===== src/rtl/string_frame_sequencer.sv =====
`default_nettype none
// ============================================================================
//  Module      : string_frame_sequencer
//  Description : Per-string frame sequencer. Pulls pixels from the pixel FIFO,
//                paces them to the WS2812B driver, then requests h_blank.
//  Revision    : 1.0  initial release
// ============================================================================
module string_frame_sequencer #(
    parameter int PIX_W = 24,
    parameter int CNT_W = 10
) (
    input  logic             clk,
    input  logic             rst,
    input  logic             frame_start,
    input  logic [CNT_W-1:0] cfg_led_count,
    input  logic             fifo_empty,
    output logic             fifo_rd_en,
    input  logic [PIX_W-1:0] fifo_data,
    output logic [PIX_W-1:0] pixel_data,
    output logic             pixel_data_valid,
    output logic             h_blank,
    input  logic             string_ready,
    output logic             busy,
    output logic             frame_done,
    output logic             underrun,
    output logic             frame_drop
);

    localparam logic [2:0] c_ST_IDLE      = 3'd0;
    localparam logic [2:0] c_ST_FETCH     = 3'd1;
    localparam logic [2:0] c_ST_LOAD      = 3'd2;
    localparam logic [2:0] c_ST_SEND      = 3'd3;
    localparam logic [2:0] c_ST_SETTLE    = 3'd4;
    localparam logic [2:0] c_ST_BLANK     = 3'd5;
    localparam logic [2:0] c_ST_BLANK_ACK = 3'd6;
    localparam logic [2:0] c_ST_DONE      = 3'd7;

    localparam logic [CNT_W-1:0] c_CNT_ONE = CNT_W'(1);

    logic [2:0]       r_state;
    logic [CNT_W-1:0] r_remain;
    logic [PIX_W-1:0] r_pixel;
    logic             r_valid;
    logic             r_blank;
    logic             r_busy;
    logic             r_done;
    logic             r_under;
    logic             w_accept;

    // busy stays high through the frame_done cycle, so a start there is dropped
    assign w_accept = frame_start && !r_busy;

    always_ff @(posedge clk) begin
        if (rst) begin
            r_state  <= c_ST_IDLE;
            r_remain <= '0;
            r_pixel  <= '0;
            r_valid  <= 1'b0;
            r_blank  <= 1'b0;
            r_busy   <= 1'b0;
            r_done   <= 1'b0;
            r_under  <= 1'b0;
        end else begin
            r_valid <= 1'b0;
            r_done  <= 1'b0;
            r_under <= 1'b0;
            case (r_state)
                c_ST_IDLE: begin
                    if (w_accept) begin
                        r_busy   <= 1'b1;
                        r_remain <= cfg_led_count;
                        r_state  <= (cfg_led_count == '0) ? c_ST_BLANK : c_ST_FETCH;
                    end else begin
                        r_busy <= 1'b0;
                    end
                end
                c_ST_FETCH: begin
                    if (string_ready) begin
                        if (!fifo_empty) begin
                            r_state <= c_ST_LOAD;
                        end else begin
                            // Substitute black rather than stall the string timing
                            r_pixel <= '0;
                            r_under <= 1'b1;
                            r_valid <= 1'b1;
                            r_state <= c_ST_SEND;
                        end
                    end
                end
                c_ST_LOAD: begin
                    r_pixel <= fifo_data;
                    r_valid <= 1'b1;
                    r_state <= c_ST_SEND;
                end
                c_ST_SEND: begin
                    if (r_remain != '0) begin
                        r_remain <= r_remain - c_CNT_ONE;
                    end
                    r_state <= c_ST_SETTLE;
                end
                c_ST_SETTLE: begin
                    r_state <= (r_remain != '0) ? c_ST_FETCH : c_ST_BLANK;
                end
                c_ST_BLANK: begin
                    if (string_ready) begin
                        r_blank <= 1'b1;
                        r_state <= c_ST_BLANK_ACK;
                    end
                end
                c_ST_BLANK_ACK: begin
                    if (!string_ready) begin
                        r_blank <= 1'b0;
                        r_state <= c_ST_DONE;
                    end
                end
                c_ST_DONE: begin
                    if (string_ready) begin
                        r_done  <= 1'b1;
                        r_state <= c_ST_IDLE;
                    end
                end
                default: begin
                    r_state <= c_ST_IDLE;
                end
            endcase
        end
    end

    // Read strobe and drop flag must land in the same cycle as their cause
    assign fifo_rd_en       = (r_state == c_ST_FETCH) && string_ready && !fifo_empty;
    assign frame_drop       = frame_start && r_busy;

    assign pixel_data       = r_pixel;
    assign pixel_data_valid = r_valid;
    assign h_blank          = r_blank;
    assign busy             = r_busy;
    assign frame_done       = r_done;
    assign underrun         = r_under;

endmodule
`default_nettype wire

===== config.mk =====
export PLATFORM = sky130hd
export DESIGN_NAME = string_frame_sequencer
export DESIGN_NICKNAME = d
export VERILOG_FILES = /design/src/rtl/string_frame_sequencer.sv
export SDC_FILE = /design/constraint.sdc
export NUM_CORES = 1
export LEC_CHECK = 0
export CAP_MARGIN = 40
export CORE_MARGIN = 2
export CORE_UTILIZATION = 44
export DETAILED_ROUTE_END_ITERATION = 8
export GPL_ROUTABILITY_DRIVEN = 0
export PLACE_DENSITY = 0.75
export SYNTH_ARGS = -nofsm -noshare
export SYNTH_HDL_FRONTEND = slang
export SYNTH_SLANG_ARGS = --single-unit

===== constraint.sdc =====
create_clock -name clk -period 2.05 [get_ports clk]
set_input_delay 0.41 -clock clk [delete_from_list [all_inputs] [get_ports clk]]
set_output_delay 0.41 -clock clk [all_outputs]
set_load 0.005 [all_outputs]

Word-level counts from Yosys, hierarchy flattened. Cells that the tools add are included. W data, S select, Z words.

Register bits after elaboration: 42. Output and inout bits: 31.

Multiplexer cells: 23. Equality and inequality tests: 14. Bitwise gates (word level): 2. Add/subtract/negate cells: 1. Reduce and logical (&&, ||, !) cells: 18.

Operators with widths (number): $mux W24 (2); $pmux W24 S2 (1); $pmux W3 S8 (1); $mux W3 (7); $mux W10 (2); $pmux W10 S2 (1); $ne A2 B2 Y1 const B (7); $eq A3 B3 Y1 const B (4); $logic_not A10 Y1 (1); $reduce_bool A10 Y1 (1); $sub A10 B1 Y10 const B (1); $reduce_and A3 Y1 (3); $mux W1 (7); $eq A3 B2 Y1 const B (2); $reduce_bool A2 Y1 (3); $reduce_and A5 Y1 (1); $logic_and A1 B1 Y1 (4); $pmux W1 S2 (2); $reduce_or A2 Y1 (2); $eq A3 B1 Y1 const B (1); $logic_not A3 Y1 (1); $logic_not A1 Y1 (2); $not A1 Y1 (2).

Logic depth before layout (Yosys ltp).
Depth after elaboration: 4. Gate-level depth with buffers: 6. Mapped depth without buffers: 6.

Worst setup path after synthesis. Ideal clock, no wire load.

Kind: reg-to-reg. From: register r_remain[1]. To: register r_remain[0]. Path buffers: 0. Slack: 0.291 ns. Data arrival time: 1.641 ns. Cell stages (with the launch flop): 7. Setup time: 0.119 ns. Cell sequence: dfxtp_1 -> inv_1 -> ha_1 -> or4b_1 -> nor4_4 -> nor3_1 -> o221a_1.

Word-level cells in the longest chain between the ends: 3.

Ends and longest elaborated chain: start: declaration (RTL line 41) `logic [CNT_W-1:0] r_remain;`; start signal: assignment (RTL line 71) `r_remain <= cfg_led_count;`; start signal: assignment (RTL line 97) `r_remain <= r_remain - c_CNT_ONE;`; $reduce_bool A10 Y1 (RTL line 96) `if (r_remain != '0) begin`; $ne A2 B2 Y1 (no line); $reduce_and A3 Y1 (no line).

No other way between the ends. A chain may end at the register's enable or synchronous reset.

Final worst setup path.
From: register r_remain[0]. To: register r_remain[6].

Word-level cells in the longest chain between the ends: 3.

Ends and longest elaborated chain (RTL line): $sub A10 B1 Y10 or $reduce_bool A10 Y1 (tied branches) (97, 96); $mux W10 or $ne A2 B2 Y1 (tied branches); $pmux W10 S2 or $reduce_and A3 Y1 (tied branches).

Parallel ways exist; a longest one is shown, timed or not. The select of a mux whose other input is x is not followed.

==> summary.txt <==
Finish
  – Most common cell after layout, fill and taps aside: clkdlybuf4s50_1
  – Post-Layout Cell Count: 328
  – Area Growth Syn to Fin: 52.7%
  – Nets: 317
  – Post-layout util: 70.9%
  – Most frequent cells in the layout: clkdlybuf4s50_1, dfxtp_1, a22o_1
  – Layout cells sized above 1: 12.2%
  – Antenna diode count: 0

Pwr
  – Clk pwr share: 26.6%
  – Total power draw: 2970 uW
  – Seq pwr share: 36.2%
  – Peak supply drop: 0.831 mV
  – Pwr per Cell Area: 1030 nW/um^2
  – Sw Share: 31.6%
  – Static Leakage: 0.00109 uW
  – P_int: 2040 uW
  – Sw power: 939 uW
  – Combinational power share: 37.3%

Global route
  – Global-route usage over all layers: 22.5%
  – GR Overflow Total: 0
  – Vias in the first global route: 1780
  – Antenna violations before repair: 0
  – Largest net degree at the start of global routing: 26
  – First-pass GRT wire length: 8940 microns

Timing
  – Setup violators final: 0
  – FMAX: 512 MHz
  – WHS: 0.476 ns
  – Period utilization: 95.2%
  – Setup_tns: 0 ns
  – Slew headroom: 61.1%
  – Clk_skew: 0.00469 ns
  – Tightest Pin Transition: 0.583 ns
  – Post-layout minimum cycle time: 1.95 ns
  – Slew Limit Fails: 0
  – Final Hold Viols: 0

Logic synthesis
  – Async S/R FF share, synth: 0%
  – Post-Syn Area per Cell: 9.43 sq um
  – Post-synthesis instance area: 1900 sq um
  – Synth Instances: 201
  – Synth Net Count: 241
  – Number of flops mapped to enable cells by yosys: 0
  – Synth warn: 0
  – Top_reg_cell synth: dfxtp_1
  – Yosys cell types: 51
  – Post-synthesis sequential area ratio: 44.4%
  – Post-synthesis register bit count: 42

Worst setup path
  – Critical Path RT: 2.24 ns
  – CP arrival: 2.14 ns
  – Flop2flop setup slack: 0.1 ns
  – Worst setup SP type: flip-flop
  – FF-to-FF Start: r_remain[0]
  – Reg2reg end: r_remain[6]
  – Critical Path Fanout Max: 6
  – Crit. End Element: flip-flop
  – WS Path Type: reg2reg
  – Cell depth of the worst flop-to-flop path: 7

Hold path
  – Hold path endpoint: pixel_data[13]
  – Hold path depth: 1
  – Hold crit path type: reg2reg
  – Worst hold start: pixel_data[13]

CTS
  – CTS HTree Levels: 2
  – Num Clock Sinks: 42
  – CTS buffer count: 5
  – Root Driver: clkbuf_8
  – CTS Buffer Depth: 2
  – Clock transition at path regs: 0.08 ns
  – TritonCTS clock tree: built
  – Clk_lat worst skew: 0.28 ns

Drt
  – DRT iter0 DRCs: 78
  – WL final: 5210 microns
  – Vias: 1868
  – Remaining DRCs: 0
  – Routed Antenna Nets: 0
  – Vias per std cell: 5.70
  – TritonRoute pass-1 iters: 4
  – WL/cell: 15.9 microns

Die
  – Initial core utilization: 46.4%
  – Die width: 69.6 microns
  – Die height: 69.6 microns
  – Total core area: 4090 sq um
  – Die ar.: 4850 sq um
  – # rows: 23
  – Io pins: 70

Status
  – Status: finished, final reports clean

Place
  – I/O Buffers: 69
  – Dpl hpwl: 3900 microns
  – Placed Cells: 319

Run
  – Max-cap violations: 0
==> worst max path at each step <==
stage                start          end  cells after the start
6_report       r_remain[0]  r_remain[6]                      7
3_3_place_gp   frame_start  r_remain[7]                      5
2_1_floorplan  r_remain[1]  r_remain[0]                      6
3_5_place_dp   frame_start  r_remain[2]                      5
4_1_cts        r_remain[1]  r_remain[0]                      6
5_1_grt        r_remain[0]  r_remain[0]                      6
==> per-stage QoR <==
stage	worst slack, ns	instance area (sq um)
after floorplan	0.291	1900
after global placement	-0.155	2720
after detailed placement	-0.174	2730
after CTS	0.0876	2870
after global routing	-0.00748	2900
final	0.0987	2900
==> final cells by class <==
cell class,count,area [sq um]
repair buffers,82,820
flip-flops and latches,42,841
clock buffers,6,82.6
clock inverters,2,60.1
fillers,326,1190
multi-input cells,140,1010
inverters,6,22.5
well taps,50,62.6
==> flip-flops by register name, summed over array words and instances, names as in the netlist <==
| name | cells |
|---|---|
| pixel_data | 24 |
| r_remain | 10 |
| r_state | 3 |
| busy | 1 |
| frame_done | 1 |
| h_blank | 1 |
| pixel_data_valid | 1 |
| underrun | 1 |
==> metal layers <==
metal	global-route usage (%)	routed length, microns
met1	31.3	2380
met2	36.4	2590
met3	4.07	212
met4	5.34	31
met5	0	0
==> cells by family (layout without fill, tap and decap cells) <==
family	count (synthesis)	count (layout)	synth area share [%]
AOI/OAI and AO/OA	70	70	28.8
buffers and inverters	19	96	4.03
and+or+nand+nor	67	67	21.1
muxes	2	2	1.06
adders and majority gates	1	1	0.660
DFF	42	42	44.4
==> synthesized netlist by cell type, drive strengths merged, types with 4 or more instances <==
cell type / instances / area, sq um
nor4: 5 / 46.3
clkbuf: 8 / 30.0
buf: 5 / 23.8
o31ai: 4 / 30.0
dfxtp: 42 / 841
a22o: 24 / 210
inv: 6 / 22.5
nand2: 15 / 56.3
nor2: 11 / 41.3
a21oi: 11 / 55.1
nor3: 9 / 45.0
==> worst max-delay path, stage by stage (launching register included) <==
cell and delay (ns):
dfxtp_1 0.36, inv_2 0.09, ha_4 0.16, or4b_4 0.48, nor4_4 0.41, buf_4 0.19, a211oi_1 0.04, o32ai_1 0.13
==> power groups by stage <==
stage / logic (uW) / clock network [uW] / registers [uW]
after CTS: 1070 / 813 / 1070
after floorplan: 640 / 0 / 1060
final: 1110 / 790 / 1080
after global placement: 1050 / 0 / 1080
after global routing: 1220 / 851 / 1100
after detailed placement: 1070 / 0 / 1080
==> what timing repair did <==
item | in CTS | in global routing
pin swaps | 0 | 2
gates cloned | 0 | 0
setup buffers | 0 | 1
resized for setup | 1 | 5
hold buffers | 0 | 0
setup endpoints to repair | 1 | 5
No activity file was read; power rests on OpenSTA's default activity.
